## config.mk

```make
export PLATFORM = sky130hd
export DESIGN_NAME = alu_seq
export DESIGN_NICKNAME = d
export VERILOG_FILES = /design/src/rtl/alu_seq.sv
export SDC_FILE = /design/constraint.sdc
export NUM_CORES = 1
export LEC_CHECK = 0
export CAP_MARGIN = 10
export CORE_MARGIN = 4
export CORE_UTILIZATION = 24
export CTS_BUF_LIST = sky130_fd_sc_hd__clkbuf_16
export DETAILED_ROUTE_END_ITERATION = 8
export GPL_TIMING_DRIVEN = 0
export PLACE_DENSITY = 0.64
export RECOVER_POWER = 100
export SLEW_MARGIN = 20
export SYNTH_ARGS = -nofsm -noshare
export SYNTH_HDL_FRONTEND = slang
export SYNTH_SLANG_ARGS = --single-unit
```

## constraint.sdc

```tcl
create_clock -name clk -period 5.8 [get_ports clk]
set_input_delay 1.16 -clock clk [delete_from_list [all_inputs] [get_ports clk]]
set_output_delay 1.16 -clock clk [all_outputs]
set_load 0.01 [all_outputs]
```

## src/rtl/alu_seq.sv

```systemverilog
`default_nettype none
// ============================================================================
// Module   : alu_seq
// Purpose  : Multi-cycle sequencer that drives the single-cycle ALU to build
//            variable-amount shifts and an unsigned 32x32 (low-half) multiply.
//            Optional multiply datapath: define ALU_SEQ_MUL_EN.
// Revision : 1.0  initial release
// ============================================================================
module alu_seq (
    input  logic        clk,
    input  logic        rst,
    input  logic        start_i,
    input  logic [1:0]  op_i,
    input  logic [31:0] src_a_i,
    input  logic [31:0] src_b_i,
    output logic        busy_o,
    output logic        done_o,
    output logic [31:0] result_o,
    output logic        illegal_o,
    output logic [31:0] alu_a_o,
    output logic [31:0] alu_b_o,
    output logic [3:0]  alu_ctl_o,
    input  logic [31:0] alu_result_i
);

    localparam logic [2:0] ST_IDLE    = 3'd0;
    localparam logic [2:0] ST_SHIFT   = 3'd1;
    localparam logic [2:0] ST_DONE    = 3'd2;
`ifdef ALU_SEQ_MUL_EN
    localparam logic [2:0] ST_MUL_ADD = 3'd3;
    localparam logic [2:0] ST_MUL_SHL = 3'd4;
    localparam logic [3:0] CTL_ADD    = 4'b0010;
`endif
    localparam logic [3:0] CTL_AND    = 4'b0000;
    localparam logic [3:0] CTL_SLL    = 4'b0011;
    localparam logic [3:0] CTL_SRL    = 4'b0100;

    logic [2:0]  state_q, state_d;
    logic [31:0] acc_q, acc_d;
    logic [5:0]  cnt_q, cnt_d;
    logic        sll_q, sll_d;
    logic [31:0] result_q, result_d;
    logic        illegal_q, illegal_d;
`ifdef ALU_SEQ_MUL_EN
    logic [31:0] mcand_q, mcand_d;
    logic [31:0] mplier_q, mplier_d;
`else
    // Upper shift-amount bits only matter as the multiplicand.
    logic        unused_src_a;
    assign unused_src_a = ^src_a_i[31:5];
`endif

    always_comb begin
        state_d   = state_q;
        acc_d     = acc_q;
        cnt_d     = cnt_q;
        sll_d     = sll_q;
        result_d  = result_q;
        illegal_d = illegal_q;
`ifdef ALU_SEQ_MUL_EN
        mcand_d   = mcand_q;
        mplier_d  = mplier_q;
`endif
        alu_a_o   = 32'd0;
        alu_b_o   = 32'd0;
        alu_ctl_o = CTL_AND;

        case (state_q)
            ST_IDLE, ST_DONE: begin
                if (start_i) begin
                    illegal_d = 1'b0;
                    case (op_i)
                        2'b00, 2'b01: begin
                            acc_d = src_b_i;
                            cnt_d = {1'b0, src_a_i[4:0]};
                            sll_d = (op_i == 2'b00);
                            if (src_a_i[4:0] == 5'd0) begin
                                result_d = src_b_i;
                                state_d  = ST_DONE;
                            end else begin
                                state_d  = ST_SHIFT;
                            end
                        end
`ifdef ALU_SEQ_MUL_EN
                        2'b10: begin
                            mcand_d  = src_a_i;
                            mplier_d = src_b_i;
                            acc_d    = 32'd0;
                            cnt_d    = 6'd32;
                            state_d  = ST_MUL_ADD;
                        end
`endif
                        default: begin
                            illegal_d = 1'b1;
                            result_d  = 32'd0;
                            state_d   = ST_DONE;
                        end
                    endcase
                end else if (state_q == ST_DONE) begin
                    state_d = ST_IDLE;
                end
            end

            ST_SHIFT: begin
                alu_b_o   = acc_q;
                alu_ctl_o = sll_q ? CTL_SLL : CTL_SRL;
                acc_d     = alu_result_i;
                cnt_d     = cnt_q - 6'd1;
                if (cnt_q == 6'd1) begin
                    result_d = alu_result_i;
                    state_d  = ST_DONE;
                end
            end

`ifdef ALU_SEQ_MUL_EN
            // A zero multiplier bit still spends its add slot: fixed latency.
            ST_MUL_ADD: begin
                if (mplier_q[0]) begin
                    alu_a_o   = acc_q;
                    alu_b_o   = mcand_q;
                    alu_ctl_o = CTL_ADD;
                    acc_d     = alu_result_i;
                end
                state_d = ST_MUL_SHL;
            end

            ST_MUL_SHL: begin
                alu_b_o   = mcand_q;
                alu_ctl_o = CTL_SLL;
                mcand_d   = alu_result_i;
                mplier_d  = mplier_q >> 1;
                cnt_d     = cnt_q - 6'd1;
                if (cnt_q == 6'd1) begin
                    result_d = acc_q;
                    state_d  = ST_DONE;
                end else begin
                    state_d  = ST_MUL_ADD;
                end
            end
`endif

            default: state_d = ST_IDLE;
        endcase
    end

    always_ff @(posedge clk) begin
        if (rst) begin
            state_q   <= ST_IDLE;
            acc_q     <= 32'd0;
            cnt_q     <= 6'd0;
            sll_q     <= 1'b0;
            result_q  <= 32'd0;
            illegal_q <= 1'b0;
`ifdef ALU_SEQ_MUL_EN
            mcand_q   <= 32'd0;
            mplier_q  <= 32'd0;
`endif
        end else begin
            state_q   <= state_d;
            acc_q     <= acc_d;
            cnt_q     <= cnt_d;
            sll_q     <= sll_d;
            result_q  <= result_d;
            illegal_q <= illegal_d;
`ifdef ALU_SEQ_MUL_EN
            mcand_q   <= mcand_d;
            mplier_q  <= mplier_d;
`endif
        end
    end

    assign done_o    = (state_q == ST_DONE);
    assign busy_o    = (state_q != ST_IDLE) && (state_q != ST_DONE);
    assign result_o  = result_q;
    assign illegal_o = illegal_q;

endmodule
`default_nettype wire

```

[Word-level counts from Yosys, hierarchy flattened]
Cells that the tools add are included.
Storage, ports and cells
  word-level logic and storage cells: 51
  output and inout port bits: 103
  register bits: 75
  input bits: 101
Cells by class
  multiplexer cells: 21
  equal/unequal tests: 10
  reduce and logical (&&, ||, !) cells: 13
  add/sub/neg operators: 1
Operators by type and width (number)
  32-bit 2-to-1 mux: 7
  32-bit case mux with 2 select lines: 2
  3-bit 2-to-1 mux: 6
  6-bit 2-to-1 mux: 2
  6-bit case mux with 2 select lines: 1
  6-bit by 1-bit equality test with 1-bit output (second input constant): 1
  3-bit != test (second input constant): 2
  3-bit case mux with 2 select lines: 1
  3-bit AND reduction: 2
  6-bit by 1-bit subtractor with 6-bit output (second input constant): 1
  5-bit zero test: 1
  2-bit != test (second input constant): 2
  2-bit AND reduction: 2
  4-bit AND reduction: 1
  2-bit OR reduction: 2
  3-bit by 1-bit equality test with 1-bit output (second input constant): 1
  3-bit by 2-bit equality test with 1-bit output (second input constant): 1
  3-bit zero test: 1
  3-bit by 2-bit != test with 1-bit output (second input constant): 1
  3-bit nonzero test: 1
  2-bit by 1-bit equality test with 1-bit output (second input constant): 1
  2-bit zero test: 1
  2-bit 2-to-1 mux: 1
  2-bit by 1-bit != test with 1-bit output (second input constant): 1
  3 further kinds: 3

[Longest topological paths before layout]
  depth in word-level cells: 5
  depth in mapped cells: 8
  depth with buffers taken out: 6

[Worst setup path before layout]
No wires, ideal clock.
  path type: register to output
  start point: register state_q[0]
  end point: output port alu_ctl_o[1]
  buffers on the path: 4
  required time: 4640 ps
  arrival time: 1465 ps
  setup slack: 3175 ps
  stages on the path, launching flop included: 7
  cell sequence: dfxtp_1 > nor2b_1 > buf_2 > clkbuf_1 > clkbuf_1 > and2_1 > buf_4
On the way
  word-level cells in the longest chain between the ends: 2
RTL lines
  start, declared: line 38  | logic [2:0] state_q, state_d;
  start signal, assigned: line 159  | state_q <= state_d;
  3-bit by 1-bit equality test with 1-bit output: line 68  | case (state_q)
  3-bit 2-to-1 mux: line 68
  end, declared: line 22  | output logic [3:0] alu_ctl_o,
No other way between the ends.

[Worst setup path in the final report]
Same ends and word-level chain as after synthesis.

==> out/metrics.csv <==
stage,metric,value,unit
outcome,status,"finished, final reports clean",
power,peakVddDrop,0.138,mV
power,p_leak,2.31,nW
sta,hold_violations,0,
worst_setup_path,crit_path_start,state_q[0],
global_routing,antenna_found_initial,0,
floorplan,chipHeight,138,µm
power,combPwrFrac,24.1,%
logic_synthesis,yosysTopAreaCell,dfxtp_1,
logic_synthesis,syn_avg_cell_area,8.68,µm²
logic_synthesis,yosysWarnings,0,
detailed_routing,ant_nets,0,
layout,n_antenna_cell,0,
placed_design,dpl_worst_slack,2.08,ns
power,p_int,1.06,mW
job,drv_cap,0,
layout,final_cells,877,
sta,hold_ws,0.469,ns
sta,tightest_slew,1.18,ns
worst_setup_path,cp.arrival,3.07,ns
sta,period_needed,4.23,ns
layout,syn_to_final_growth,49.6,%
power,p_sw,0.421,mW
clock_network,clk_latency,0.35,ns
power,pwr-share-clk,36.4,%
worst_setup_path,cp-start-kind,flip-flop,
global_routing,grt_pass1_vias,3974,
clock_network,cts.clk_slew.worst_paths,0.06,ns
global_routing,overflow,0,
worst_setup_path,crit_path_frequent_cell,clkbuf_1,
logic_synthesis,yosys-top-cells-area,"dfxtp_1 (36%), a211oi_1 (11%), mux2i_1 (7.9%)",
clock_network,cts_resized,0,
power,seq_power_share,39.5,%
logic_synthesis,yosysUniqueCellTypes,35,
detailed_routing,drt-total-wl,14700,µm
sta,max_freq,0.237,GHz
floorplan,die-area,0.0191,mm²
placed_design,place_hpwl,11200,µm
logic_synthesis,synth-async-reset-ratio,0,%
detailed_routing,drt_first_pass_iters,4,
sta,drv_slew,0,
clock_network,clock_sinks,74,
layout,multiInputGateArea,0.00214,mm²
layout,stdcell_area,0.00608,mm²
clock_network,cts_buffer_depth,2,
sta,setup_ws,1.57,ns
worst_hold_path,worstHoldStart,cnt_q[5],
logic_synthesis,synth_top_area_share,36.5,%
detailed_routing,drtIter0Drc,182,
clock_network,postCtsSetupRepairBufs,0,
detailed_routing,routedWlPerCell,16.7,µm
floorplan,core-area,0.0166,mm²
clock_network,cts-buffers-inserted,9,
clock_network,clock_tree.root_cell,clkbuf_16,
floorplan,start_util,24.5,%
layout,register_area,0.00148,mm²
placed_design,portBuffers,142,
floorplan,ios,204,
detailed_routing,drc,0,
floorplan,die_w,138,µm
logic_synthesis,synth_ff_type,dfxtp_1,
logic_synthesis,synth-edff-count,0,
worst_setup_path,worstPathMaxFanout,10,
worst_setup_path,worst-setup-path-type,flip-flop to output port,
worst_setup_path,crit_slowest_cell,dlygate4sd3_1,
placed_design,place_inst,862,
floorplan,core.rowCount,47,
layout,mostFrequentLayoutCells,"clkdlybuf4s50_1 (97), dfxtp_1 (74), a211oi_1 (64)",
power,finalPower,1.48,mW
power,power.share.switching,28.5,%
worst_setup_path,reg2reg_from,state_q[0],
sta,final.setup.tns,0,ns
layout,nFillCells,1750,
worst_setup_path,critPathMaxStageDelay,0.59,ns
sta,period_share,72.9,%
worst_hold_path,hp-class,flip-flop to flip-flop,
layout,fin_nets,756,
placed_design,gp_congestion,0.777,
worst_setup_path,crit_chain,nor2b_1 -> clkbuf_1 -> clkbuf_1 -> clkbuf_1 -> and2_0 -> buf_4 -> dlygate4sd3_1,
global_routing,grt_use_total,15.2,%
clock_network,ctsHoldBuffers,0,
logic_synthesis,synth_cells,468,
sta,setup_viol,0,
worst_setup_path,crit_path_end_kind,output port,
detailed_routing,num_vias,3920,
logic_synthesis,synth-seq-cells,74,
sta,relSlewSlack,21.1,%
layout,layout_commonest_cell,clkdlybuf4s50_1,
sta,clock_skew,0.00474,ns
logic_synthesis,yosysSeqAreaShare,36.5,%
power,powerDensity,243,mW/mm²
global_routing,grt_pass1_wl,22900,µm
global_routing,grt_max_degree,12,
sta,rsz0062_at_grt,no,
layout,post-route-util,36.6,%
worst_setup_path,cp_data_required_time,4.64,ns
clock_network,htree_levels,3,
detailed_routing,vias_per_cell,4.47,
clock_network,cts_tree,yes,
placed_design,placed_area,0.00588,mm²
layout,drive_gt1_share,8.37,%
logic_synthesis,synthesis.area,0.00406,mm²
## worst paths after layout
check | to | slack (ns) | cells after the start
max | alu_ctl_o[1] | 1.57 | 7
min reg2reg | cnt_q[5] | 0.47 | 2
max reg2reg | result_o[9] | 3.10 | 6
min | cnt_q[5] | 0.47 | 2
## area by class of cell
cell class	instances	area share (%)
inverter	5	0.309
sequential	74	24.4
tap	220	4.53
clock buffer	9	3.71
timing repair buffer	142	23.4
buffer	82	7.64
multi-input combinational	339	35.2
clock inverter	6	0.803
## power by group through the flow
stage	logic, mW	clock network (mW)	registers [mW]
floorplan	0.198	0	0.599
global route	0.394	0.569	0.589
global placement	0.373	0	0.594
detailed placement	0.373	0	0.595
CTS	0.375	0.553	0.584
finish	0.356	0.537	0.583
## flip-flops by register name, summed over array words and instances (netlist names)
signal,count
cnt_q,6
acc_q,32
sll_q,1
state_q,2
result_o,32
illegal_o,1
## synth_stat cells, types with 2 or more instances
cell type,count
ha_1,2
nor3b_1,34
mux2i_1,32
buf_1,2
nor2b_1,4
o21ai_0,4
a32oi_1,2
a211oi_2,5
a211oi_1,60
nor2_1,42
dfxtp_1,74
nor3_1,33
a21oi_1,40
inv_1,5
clkbuf_1,29
buf_2,10
and2_1,33
buf_6,6
nand2b_1,2
buf_4,34
## logic make-up (layout without fill, tap and decap cells)
logic type	after synthesis	count (layout)	synth area share, %
simple gates	155	155	21.8
compound gates	116	116	19.9
buf+inv	87	244	12.9
flops	74	74	36.5
mux	33	33	8.16
fa+ha+maj	2	2	0.616
other cells	1	33	0.0923
## critical path: cells and delay by family (launching register included)
| kind | cells | cell delay [ns] |
|---|---|---|
| buffers and inverters | 5 | 1.88 |
| flip-flops | 1 | 0.43 |
| AND/OR/NAND/NOR | 2 | 0.42 |
## metal layers
metal / track usage [%] / share of wire (%)
met5: 0 / 0
met4: 3.43 / 0.99
met2: 24.7 / 46
met1: 19.6 / 46
met3: 5.39 / 7.0
(Power assumes the default switching activity.)
==> edit 1, RTL diff (config.mk and constraints unchanged) <==
The option `ALU_SEQ_MUL_EN` is turned on by a define.
--- a/src/rtl/alu_seq.sv
+++ b/src/rtl/alu_seq.sv
@@ -8,2 +8,4 @@
 // ============================================================================
+`define ALU_SEQ_MUL_EN
+
 module alu_seq (
Check against the original RTL: not equivalent (Yosys sat finds a counterexample within 4 cycles, from zero or initial values and one cycle with rst high).
==> edit 1 against the original RTL <==
Non-clock buffer count grew 97; synthesized area grew 98%; design area grew 84%; setup slack lost 1.1 ns; total power grew 110%; routed wire length grew to 2.6 times the old value; maximum frequency shrank 20%; sequential cell count grew 65; critical path type unchanged.
==> edit 1: results (changes against the original RTL) <==
Route
  – First DRT Iteration DRCs: 1086 (+500%)
  – Routed wl met2: 17300 um (+150%)
  – WL met1: 16200 um (+140%)

Synth
  – Top area cells in the synthesized netlist: dfxtp_1 (35%), nand2_1 (9.1%), a311oi_1 (7.0%)
  – Xor/xnor share of the synthesized area: 0.109% (+0.11 points)
  – Post-synthesis adder-cell area fraction: 0.311% (-0.31 points)

Critical path
  – Reg-to-Reg End: mplier_q[31]
  – Setup slack, reg-to-reg: 2.88 ns (-0.22 ns)
  – CP max stage delay: 0.74 ns (+0.15 ns)
  – CP arrival: 4.16 ns (+1.09 ns)

Timing
  – Max Clock Skew: 0.0133 ns (+0.00852 ns)

Power and ir drop
  – Worst VDD drop: 152 uV (+9.9%)
  – Gate power share: 25.3% (+1.2 points)
  – Static Leak: 0.00412 uW (+78%)
  – Power share of the clock group: 38.4% (+2.0 points)

Run status
  – Status: completed

GRT
  – Global-route wire length before repair: 56600 um (+150%)
  – Initial antenna violation count: 3 (+3)
  – GR Util met3: 4.02% (-1.4 points)
  – Grt met2 use: 32.4% (+7.7 points)
  – Met1 Usage GRT: 26.8% (+7.2 points)

Hold path
  – Worst Hold End: illegal_o

Cells and area
  – Ant diodes: 2 (+2)
  – Nets: 1378 (+82%)
  – Multi-In Gates: 789 (+130%)

Place
  – RD Place Congestion: 0.954 (+23%)
  – Port bufs: 202 (+42%)
-- edit 1: changes by cell type in the layout (fill, tap and decap cells not counted), moves of 37 or more --
cell	unedited run	this run
dfxtp_1	74	139
clkbuf_1	39	114
a311oi_1	0	64
nand2_1	1	196
dlygate4sd3_1	45	82
-- edit 1: through the flow --
step	worst slack, ns	area, um2	std cells	util [%]	total power, uW
4_1_cts	0.510	11300	1730	34.3	3100
3_5_place_dp	1.00	10600	1698	32.4	1930
6_report	0.482	11200	1732	34.1	3090
2_1_floorplan	2.96	8050	1054	-	1590
3_3_place_gp	1.09	10600	1698	32.4	1920
5_1_grt	0.340	11200	1732	34.1	3210
-- edit 1: worst reg2reg max path: stages (launching register included) --
cell,delay (ns)
dfxtp_1,0.40
clkbuf_1,0.35
nor2_1,0.17
inv_2,0.13
o22a_1,0.17
clkbuf_1,0.59
clkbuf_1,0.58
nand3_1,0.26
a21oi_1,0.20
==> edit 2, RTL diff (config.mk and constraints unchanged) <==
Made on the original files. Take the reset off `result_q` and load it in a clocked block of its own.
--- a/src/rtl/alu_seq.sv
+++ b/src/rtl/alu_seq.sv
@@ -151,3 +151,2 @@
             sll_q     <= 1'b0;
-            result_q  <= 32'd0;
             illegal_q <= 1'b0;
@@ -162,3 +161,2 @@
             sll_q     <= sll_d;
-            result_q  <= result_d;
             illegal_q <= illegal_d;
@@ -169,2 +167,6 @@
         end
+    end
+
+    always_ff @(posedge clk) begin
+        result_q <= result_d;
     end
Behaviour: not the same (Yosys sat finds a counterexample within 4 cycles, from zero or initial values and one cycle with rst high).
==> edit 2 against the original RTL <==
Synthesized area decreased by 0.89%; sequential share of layout area increased by 5.1 points; routed wire length decreased by 11%; via count decreased by 7.7%; global-route usage decreased by 1.7 points; highest routed layer is now met5; design area increased by 0.47%; critical endpoint unchanged; largest power group unchanged; setup slack improved by 0.25 ns; largest cell class is now non-clock buffers; total power increased by 2.8%; sequential cell count unchanged.
==> edit 2: results (changes against the original RTL) <==
Run status
  – Status: completed

Power and ir drop
  – Static Leak: 0.00237 uW (+2.6%)
  – Worst VDD drop: 110 uV (-20%)

Place
  – Placed Area: 5870 um2 (about the same)
  – Port bufs: 142 (unchanged)
  – RD Place Congestion: 0.798 (+2.7%)
  – Final HPWL DP: 10300 um (-8.3%)
  – Worst slack, placed: 2.47 ns (+0.393 ns)

Critical path
  – Critical path's top delay family: buffers and inverters
  – Slowest cell on crit path: dlygate4sd3_1
  – CP max stage delay: 0.59 ns (about the same)
  – CP arrival: 2.82 ns (-0.25 ns)
  – Worst-path fanout max: 10 (unchanged)

Synth
  – Yosys warns: 0 (unchanged)
  – Synth top cells by count: nand2_1 (67), dfxtp_1 (42), buf_4 (39)
  – Async SR Flop Fraction: 0% (unchanged)
  – Top area cells in the synthesized netlist: edfxtp_1 (24%), dfxtp_1 (21%), a311oi_2 (11%)
  – Seq/Total Area, Yosys: 44.8% (+8.3 points)
  – EDFF count, synth: 32 (+32)
  – Unique cell type count in the Yosys netlist: 40 (+14%)

Route
  – Drt wl/cell: 16.3 um (-2.8%)
  – WL met1: 5290 um (-21%)
  – First DRT Iteration DRCs: 171 (-6.0%)
  – Top sig layer: met5
  – 1st-pass router iterations: 4 (unchanged)
  – DR vias: 3617 (-7.7%)
  – Met3 wire length: 1140 um (+12%)
  – Routed wl met2: 6510 um (-4.6%)
  – ANT nets after route: 0 (unchanged)

GRT
  – Initial antenna violation count: 1 (+1)
  – Vias in the first global route: 3759 (-5.4%)
  – Largest net degree at the start of global routing: 18 (+6)
  – GRT Overall Usage: 13.5% (-1.7 points)
  – Global-route wire length before repair: 19800 um (-14%)

Cells and area
  – FILL cells: 1652 (-5.6%)
  – Ant diodes: 0 (unchanged)
  – Share of cells above drive strength 1: 16.8% (+8.4 points)
  – Nets: 682 (-9.8%)

Clock tree
  – Clock buffer depth: 2 (unchanged)
  – Post-CTS Setup Bufs: 0 (unchanged)
  – Worst-Skew Late Latency: 0.33 ns (-0.02 ns)
  – CTS clk-pin slew, worst paths: 0.06 ns (about the same)
  – TritonCTS clock tree: yes
  – H-Tree Level Count: 3 (unchanged)

Timing
  – Max Clock Skew: 0.00550 ns (+0.000752 ns)
  – Worst slew pin tran: 0.997 ns (-0.183 ns)

Hold path
  – Worst min path class: flip-flop to flip-flop
==> edit 2: worst paths after layout <==
kind | startpoint | to | slack [ns] | cells past startpoint
setup reg to reg | state_q[0] | result_o[5] | 2.77 | 6
hold / removal | cnt_q[4] | cnt_q[4] | 0.49 | 2
setup / recovery | state_q[0] | alu_ctl_o[1] | 1.82 | 6
hold reg to reg | cnt_q[4] | cnt_q[4] | 0.49 | 2
==> edit 2: metal layers <==
metal / GRT usage, % / vias up
met2: 24.0 / 154
met4: 3.82 / 2
met3: 4.05 / 12
met5: 0 / -
li1: - / 1740
met1: 15.7 / 1709
==> edit 2: area by class of cell <==
type / count / area, um2 / share of cell area [%]
multi-input cells: 277 / 1830 / 30.0
flip-flops and latches: 74 / 1800 / 29.5
repair buffers: 143 / 1430 / 23.3
plain buffers: 70 / 473 / 7.75
well taps: 220 / 275 / 4.51
clock buffers: 9 / 225 / 3.69
clock inverters: 7 / 60.1 / 0.984
inverters: 4 / 15.0 / 0.246
==> edit 2: worst reg2reg max path, cell delays in order, from the launching register on <==
cell	delay, ns
dfxtp_1	0.44
and2b_1	0.23
buf_6	0.17
buf_6	0.17
nand4_1	0.14
nand3_1	0.69
clkbuf_1	0.81
==> edit 2: through the flow <==
step	instances	hold WS [ns]
3_3_place_gp	787	0.467
6_report	804	0.488
4_1_cts	804	0.480
2_1_floorplan	425	0.449
5_1_grt	804	0.519
3_5_place_dp	788	0.471
==> edit 2: cells by family after synthesis <==
kind of cell	after synthesis	share of synthesized area, %
compound gates	79	21.2
other cells	1	0.0932
mux	4	1.06
flops	74	44.8
buf+inv	74	12.6
fa+ha+maj	2	0.622
simple gates	159	19.7
==> edit 2: power by group <==
group	internal [uW]	switching, uW
registers	598	21.5
logic	179	182
clock network	327	211
